File: config.mk
export PLATFORM = sky130hd
export DESIGN_NAME = cipher_round_ctrl
export DESIGN_NICKNAME = d
export VERILOG_FILES = /design/src/rtl/cipher_round_ctrl.sv
export SDC_FILE = /design/constraint.sdc
export NUM_CORES = 1
export LEC_CHECK = 0
export ABC_CLOCK_PERIOD_IN_PS = 5950
export CORE_MARGIN = 2
export CORE_UTILIZATION = 55
export CTS_CLUSTER_DIAMETER = 120
export DETAILED_ROUTE_END_ITERATION = 12
export PLACE_DENSITY = 0.81
export SETUP_SLACK_MARGIN = 0.02
export SYNTH_ARGS = -nofsm -noshare
export SYNTH_HDL_FRONTEND = slang
export SYNTH_HIERARCHICAL = 1
export SYNTH_SLANG_ARGS = --single-unit
File: constraint.sdc
create_clock -name clk -period 5.95 [get_ports clk]
set_input_delay 0.595 -clock clk [delete_from_list [all_inputs] [get_ports clk]]
set_output_delay 0.595 -clock clk [all_outputs]
set_load 0.1 [all_outputs]
File: src/rtl/cipher_round_ctrl.sv
// Iterative round sequencer for the 8-bit byte cipher.
// Sequences a bit-reversal block with rotating key add/subtract.
module cipher_round_bitrev (
    input  logic [7:0] in_data,
    output logic [7:0] out_data
);
    for (genvar i = 0; i < 8; i++) begin : g_rev
        assign out_data[i] = in_data[7-i];
    end
endmodule

module cipher_round_ctrl #(
    parameter int ROUNDS = 4
) (
    input  logic       clk,
    input  logic       rst,
    input  logic       in_valid,
    output logic       in_ready,
    input  logic [7:0] in_data,
    input  logic       in_mode,
    input  logic [7:0] key,
    output logic       out_valid,
    input  logic       out_ready,
    output logic [7:0] out_data,
    output logic       busy,
    output logic [2:0] round_idx
);
    if (ROUNDS < 1 || ROUNDS > 8) begin : g_bad_rounds
        $error("cipher_round_ctrl: ROUNDS must be in 1..8");
    end

    localparam logic [2:0] R_LAST = 3'(ROUNDS - 1);

    typedef enum logic [1:0] {
        S_IDLE,
        S_ROUND,
        S_DONE
    } state_e;

    state_e     state_q, state_d;
    logic [7:0] x_q, x_d;
    logic [7:0] key_q, key_d;
    logic [7:0] out_q, out_d;
    logic       mode_q, mode_d;
    logic [2:0] r_q, r_d;

    logic [15:0] rk_wide;
    logic [7:0]  rk;
    logic [7:0]  rev_in;
    logic [7:0]  rev_out;
    logic [7:0]  round_x;
    logic        last;

    // Rotate-left of the key by the round index via a doubled word.
    assign rk_wide = {key_q, key_q} << r_q;
    assign rk      = rk_wide[15:8];

    // Encrypt adds before the reversal, decrypt subtracts after it.
    assign rev_in  = mode_q ? x_q : 8'(x_q + rk);
    assign round_x = mode_q ? 8'(rev_out - rk) : rev_out;
    assign last    = mode_q ? (r_q == 3'd0) : (r_q == R_LAST);

    cipher_round_bitrev u_bitrev (
        .in_data (rev_in),
        .out_data(rev_out)
    );

    always_comb begin
        state_d = state_q;
        x_d     = x_q;
        key_d   = key_q;
        out_d   = out_q;
        mode_d  = mode_q;
        r_d     = r_q;
        unique case (state_q)
            S_IDLE: begin
                if (in_valid) begin
                    x_d     = in_data;
                    key_d   = key;
                    mode_d  = in_mode;
                    r_d     = in_mode ? R_LAST : 3'd0;
                    state_d = S_ROUND;
                end
            end
            S_ROUND: begin
                x_d = round_x;
                if (last) begin
                    out_d   = round_x;
                    r_d     = 3'd0;
                    state_d = S_DONE;
                end else begin
                    r_d = mode_q ? r_q - 3'd1 : r_q + 3'd1;
                end
            end
            S_DONE: begin
                if (out_ready) begin
                    state_d = S_IDLE;
                end
            end
            default: state_d = S_IDLE;
        endcase
    end

    always_ff @(posedge clk) begin
        if (rst) begin
            state_q <= S_IDLE;
            x_q     <= 8'h00;
            key_q   <= 8'h00;
            out_q   <= 8'h00;
            mode_q  <= 1'b0;
            r_q     <= 3'd0;
        end else begin
            state_q <= state_d;
            x_q     <= x_d;
            key_q   <= key_d;
            out_q   <= out_d;
            mode_q  <= mode_d;
            r_q     <= r_d;
        end
    end

    assign in_ready  = (state_q == S_IDLE);
    assign out_valid = (state_q == S_DONE);
    assign busy      = (state_q != S_IDLE);
    assign round_idx = (state_q == S_ROUND) ? r_q : 3'd0;
    assign out_data  = out_q;

endmodule

## Word level (Yosys, flattened, before mapping)

Cells that the tools add are included.
Widths: inputs -> output; s select.

| word-level totals | value |
|---|---|
| flip-flop bits (word level) | 30 |
| input bits | 21 |
| output and inout port bits | 14 |

| operators by class | value |
|---|---|
| add/subtract/negate cells | 4 |
| equal/unequal tests | 6 |
| shifts and indexed selects | 1 |
| muxes and demuxes | 15 |
| reductions and logical operators | 8 |

Operator list:

| operator | number |
|---|---|
| $mux 8 | 3 |
| $pmux 8 s2 | 1 |
| $shl 16x3->16 | 1 |
| $mux 3 | 4 |
| $add 8x8->8 | 1 |
| $mux 2 | 4 |
| $sub 8x8->8 | 1 |
| $pmux 2 s3 | 1 |
| $pmux 3 s2 | 1 |
| $reduce_and 2->1 | 3 |
| $ne 2x2->1 const B | 2 |
| $reduce_bool 2->1 | 2 |
| $add 3x1->3 const B | 1 |
| $eq 3x2->1 const B | 1 |
| $logic_not 3->1 | 1 |
| $reduce_and 3->1 | 1 |
| $sub 3x1->3 const B | 1 |
| $eq 2x1->1 const B | 1 |
| $eq 2x2->1 const B | 1 |
| $logic_not 2->1 | 1 |
| $ne 2x1->1 const B | 1 |
| $mux 1 | 1 |

## Depth between registers and ports, before layout

| logic depth | value |
|---|---|
| word-level depth | 6 |
| depth in mapped cells | 25 |
| depth with buffers taken out | 22 |

## Modules after synthesis

Netlist, hierarchy kept.

Modules (own cells, without submodules):

| module | times used | cells an instance | area an instance (um^2) | seq. area each (um^2) |
|---|---|---|---|---|
| cipher_round_ctrl | 1 | 304 | 2334.7 | 600.6 |
| cipher_round_bitrev | 1 | 8 | 60.1 | 0.0 |

## Worst setup path before layout

No wires, ideal clock.

| timing path | value |
|---|---|
| kind | register to register |
| start | reg r_q[1] |
| end | reg out_q[6] (netlist: out_data[6]) |
| arrival time | 4604 ps |
| required time | 5859 ps |
| path slack | 1255 ps |
| cell stages (with the launch flop) | 26 |
| buffers on the path | 3 |
| cells stage by stage | dfxtp_1 buf_2 buf_2 mux2_2 nor2_1 a21oi_1 mux2i_1 inv_1 ha_1 a211oi_1 o211ai_1 a31oi_1 xnor2_1 nor2_1 xor2_1 buf_4 inv_1 ha_1 inv_1 fa_1 a21o_1 a21oi_1 nor2_1 nor4_1 nor3_1 a311oi_1 |

| between the ends | value |
|---|---|
| cells in the longest elaborated chain, start to end | 5 |

RTL lines:

| what | line | RTL |
|---|---|---|
| from (decl) | 45 | `logic [2:0] r_q, r_d;` |
| from (signal assigned) | 118 | `r_q <= r_d;` |
| $shl 16x3->16 | 55 | `assign rk_wide = {key_q, key_q} << r_q;` |
| $add 8x8->8 | 59 | `assign rev_in = mode_q ? x_q : 8'(x_q + rk);` |
| $mux 8 | 59 |  |
| net rev_in[7] | 49 | `logic [7:0] rev_in;` |
| $sub 8x8->8 | 60 | `assign round_x = mode_q ? 8'(rev_out - rk) : rev_out;` |
| $mux 8 | 60 |  |
| to (signal assigned) | 116 | `out_q <= out_d;` |
| to (decl) | 43 | `logic [7:0] out_q, out_d;` |

The timed path passes the listed nets, and every way through them passes these cells.
A chain may end at the register's enable or synchronous reset.

## Worst setup path after layout

Same ends and word-level chain as after synthesis.

==> metrics.yaml <==
die_x_um: 70.0
hp-start: "out_data[3]"
hold_viol: 0
ys_types: 51
crit_path_start_kind: "flop"
synthAdderAreaFrac: 0.109
worstPathCellList: "mux2_2 -> nor2_1 -> a21oi_1 -> mux2i_1 -> inv_1 -> ha_1 -> a211oi_1 -> o211ai_1 -> a31oi_1 -> xnor2_1 -> nor2_1 -> xor2_1 -> inv_1 -> ha_1 -> inv_1 -> fa_1 -> a21o_1 -> a21oi_1 -> nor2_1 -> nor4_1 -> nor3_1 -> a311oi_1"
initial_core_util: 0.586
hold_ws_ps: 471
dr.first_iter.drc_count: 211
powerDensity_nw_per_um2: 321
grt_pass1_vias: 2147
status: "completed"
crit_family: "compound AO/OA/AOI/OAI gates"
r2r_cells: 22
synth_compound_area_frac: 0.216
power_mw: 0.893
syn_area_per_cell_um2: 7.68
fin_util: 0.680
num_rows: 23
crit_fanout: 15
slew_violations: 0
nets: 371
drc: 0
cts.sink_count: 30
clock_latency_ps: 290
p_sw_frac: 0.435
synthMuxAreaShare: 0.0961
io_pins: 35
synth_seq_cells: 30
place_ws_ps: 923
hold_class: "flop to flop"
fmax_ghz: 0.194
maxSlewHeadroom: 0.348
p_clk_frac: 0.201
viasPerCell: 5.92
grt_use_total: 0.247
r2r-start: "r_q[1]"
synth_cells: 312
cts.path.max_buffers: 2
synth_warnings: 6
cts_root_buffer: "clkbuf_8"
cts_tree: "yes"
postCtsSetupRepairBufs: 0
vias: 2261
period_minus_slack_ps: 5150
skew_ps: 5.07
cts_buffers: 5
areaGrowthSynthToFinish_pct: 16.0
netlist_area_um2: 2390
port_buffers: 34
fin_ws_ps: 797
dieArea_um2: 4900
synth_flop_cell: "dfxtp_1"
n_antenna_cell: 0
grt_max_degree: 33
p_int_mw: 0.505
power.switching_mw: 0.389
chipHeight_um: 70.0
hold_path_end: "out_data[3]"
worstPathBufferInverterCount: 3
synthSimpleGateAreaFrac: 0.205
r2r_slack_ps: 800
htree_levels: 2
syn-num-nets: 352
critPathRequiredTime_ps: 6150
finalWeightedCongestion: 0.837
synth_top_area_cell: "dfxtp_1"
synth_top_area_frac: 0.251
routedWlPerCell_um: 15.2
hpwlAfterDp_um: 4340
wl_um: 5820
clk_pin_slew_worst_paths_ps: 70
final.period_utilization: 0.866
startpoint: "r_q[1]"
grt_pass1_wl_um: 9770
dr.pass1.iters: 4
cpPeakStageDelay_ps: 700
cts_hold_repair.buffers: 0
p_leak_nw: 1.09
synth_edf_count: 0
core_area_um2: 4090
synthArstFlopShare: 0
peakVddDrop_uv: 138
tightest_slew_ps: 975
synthTopCellsByArea: "dfxtp_1, ha_1, nand2_1"
grt.overflow.total: 0
worstSetupPathType: "flop to flop"
end_kind: "flop"
p_comb_frac: 0.528
synth_top_family_by_area: "compound AO/OA/AOI/OAI gates"
setup_viol: 0
seq_power_share: 0.271
setup_tns_ps: 0
seq_area_frac_synth: 0.251
min_path_cells: 2
antenna_left: 0
post_cts_resized: 0
synth-xor-area-share: 0.0366
rsz0062_at_grt: "false"
critPathArrivalTime_ps: 5360
layout-drive-gt1-share: 0.0633
antenna_found_initial: 0
maxCapViolCount: 0
r2r-end: "out_data[6]"
crit_slowest_cell: "dfxtp_1"
[layer usage]
layer / global-route usage / wire (um) / vias to the layer above
met3: 0.0519 / 425 / 7
li1: - / - / 1123
met4: 0.0855 / 69 / 0
met1: 0.332 / 2600 / 1048
met2: 0.390 / 2730 / 83
met5: 0 / 0 / -
[worst min-delay path: stages, from the launching register on]
cell	delay (ps)
dfxtp_1	310
nand2_1	50
a21oi_1	60
[cell families after synthesis]
| logic type | Yosys count |
|---|---|
| muxes | 21 |
| DFF | 30 |
| and+or+nand+nor | 108 |
| xor gates and xnor gates | 10 |
| buffers and inverters | 45 |
| AOI/OAI and AO/OA | 79 |
| adders and majority gates | 19 |
[cell usage after synthesis (all sizes together) (3+ instances only)]
| library cell | instances |
|---|---|
| a211oi | 8 |
| a21o | 3 |
| a21oi | 29 |
| a221oi | 3 |
| a31oi | 4 |
| and2 | 3 |
| and3 | 4 |
| buf | 13 |
| clkbuf | 11 |
| dfxtp | 30 |
| fa | 3 |
| ha | 16 |
| inv | 21 |
| mux2 | 6 |
| mux2i | 14 |
| nand2 | 47 |
| nand2b | 3 |
| nor2 | 31 |
| nor2b | 6 |
| nor3 | 4 |
| o21ai | 10 |
| o22ai | 4 |
| xnor2 | 6 |
| xor2 | 4 |
[registers in the layout (all words and copies together), names as in the netlist]
register and cells:
key_q 8, x_q 8, out_data 8, mode_q 1
state_q 2, r_q 3
[through the flow]
| stage | cell area (um^2) | instances |
|---|---|---|
| 2_1_floorplan | 2390 | 312 |
| 4_1_cts | 2780 | 382 |
| 3_5_place_dp | 2680 | 374 |
| 6_report | 2780 | 382 |
| 5_1_grt | 2780 | 382 |
| 3_3_place_gp | 2680 | 374 |
[power by group through the flow]
stage          logic, mW  clock network [mW]  registers, mW
2_1_floorplan      0.384                   0          0.251
3_3_place_gp       0.448                   0          0.244
3_5_place_dp       0.462                   0          0.246
4_1_cts            0.466               0.182          0.241
5_1_grt            0.518               0.193          0.245
6_report           0.472               0.179          0.242
[cell usage in the layout, fill, tap and decap left out, types with 3 or more instances in the layout]
cell / netlist / layout
fa_1: 3 / 3
xnor2_1: 6 / 6
dfxtp_1: 30 / 30
mux2i_1: 14 / 14
clkdlybuf4s50_1: 0 / 34
and3_1: 4 / 4
nand2_1: 47 / 47
nand2b_1: 3 / 3
clkbuf_8: 0 / 6
a21oi_1: 29 / 29
and2_1: 3 / 3
xor2_1: 4 / 4
ha_1: 16 / 16
a21o_1: 3 / 3
o22ai_1: 4 / 4
mux2_2: 5 / 5
nor3_1: 4 / 4
a211oi_1: 8 / 8
nor2_1: 30 / 30
a31oi_1: 3 / 3
inv_1: 19 / 19
a221oi_1: 3 / 3
o21ai_1: 9 / 9
nor2b_1: 5 / 5
[area by class of cell]
class                      instances  area, um^2
inverter                          21        78.8
sequential                        30         601
multi-input combinational        237        1590
clock buffer                       6        82.6
clock inverter                     2        12.5
fill                             367        1310
tap                               50        62.6
timing repair buffer              36         355
[worst max-delay path by stage]
stage / slack, ps / to / cells past startpoint
after floorplan: 1260 / out_data[6] / 25
after global placement: 1120 / out_data[6] / 22
after detailed placement: 920 / out_data[6] / 22
after CTS: 880 / out_data[6] / 22
after global routing: 340 / out_data[6] / 22
final: 800 / out_data[6] / 22
Power figures use the tool's default switching activity.
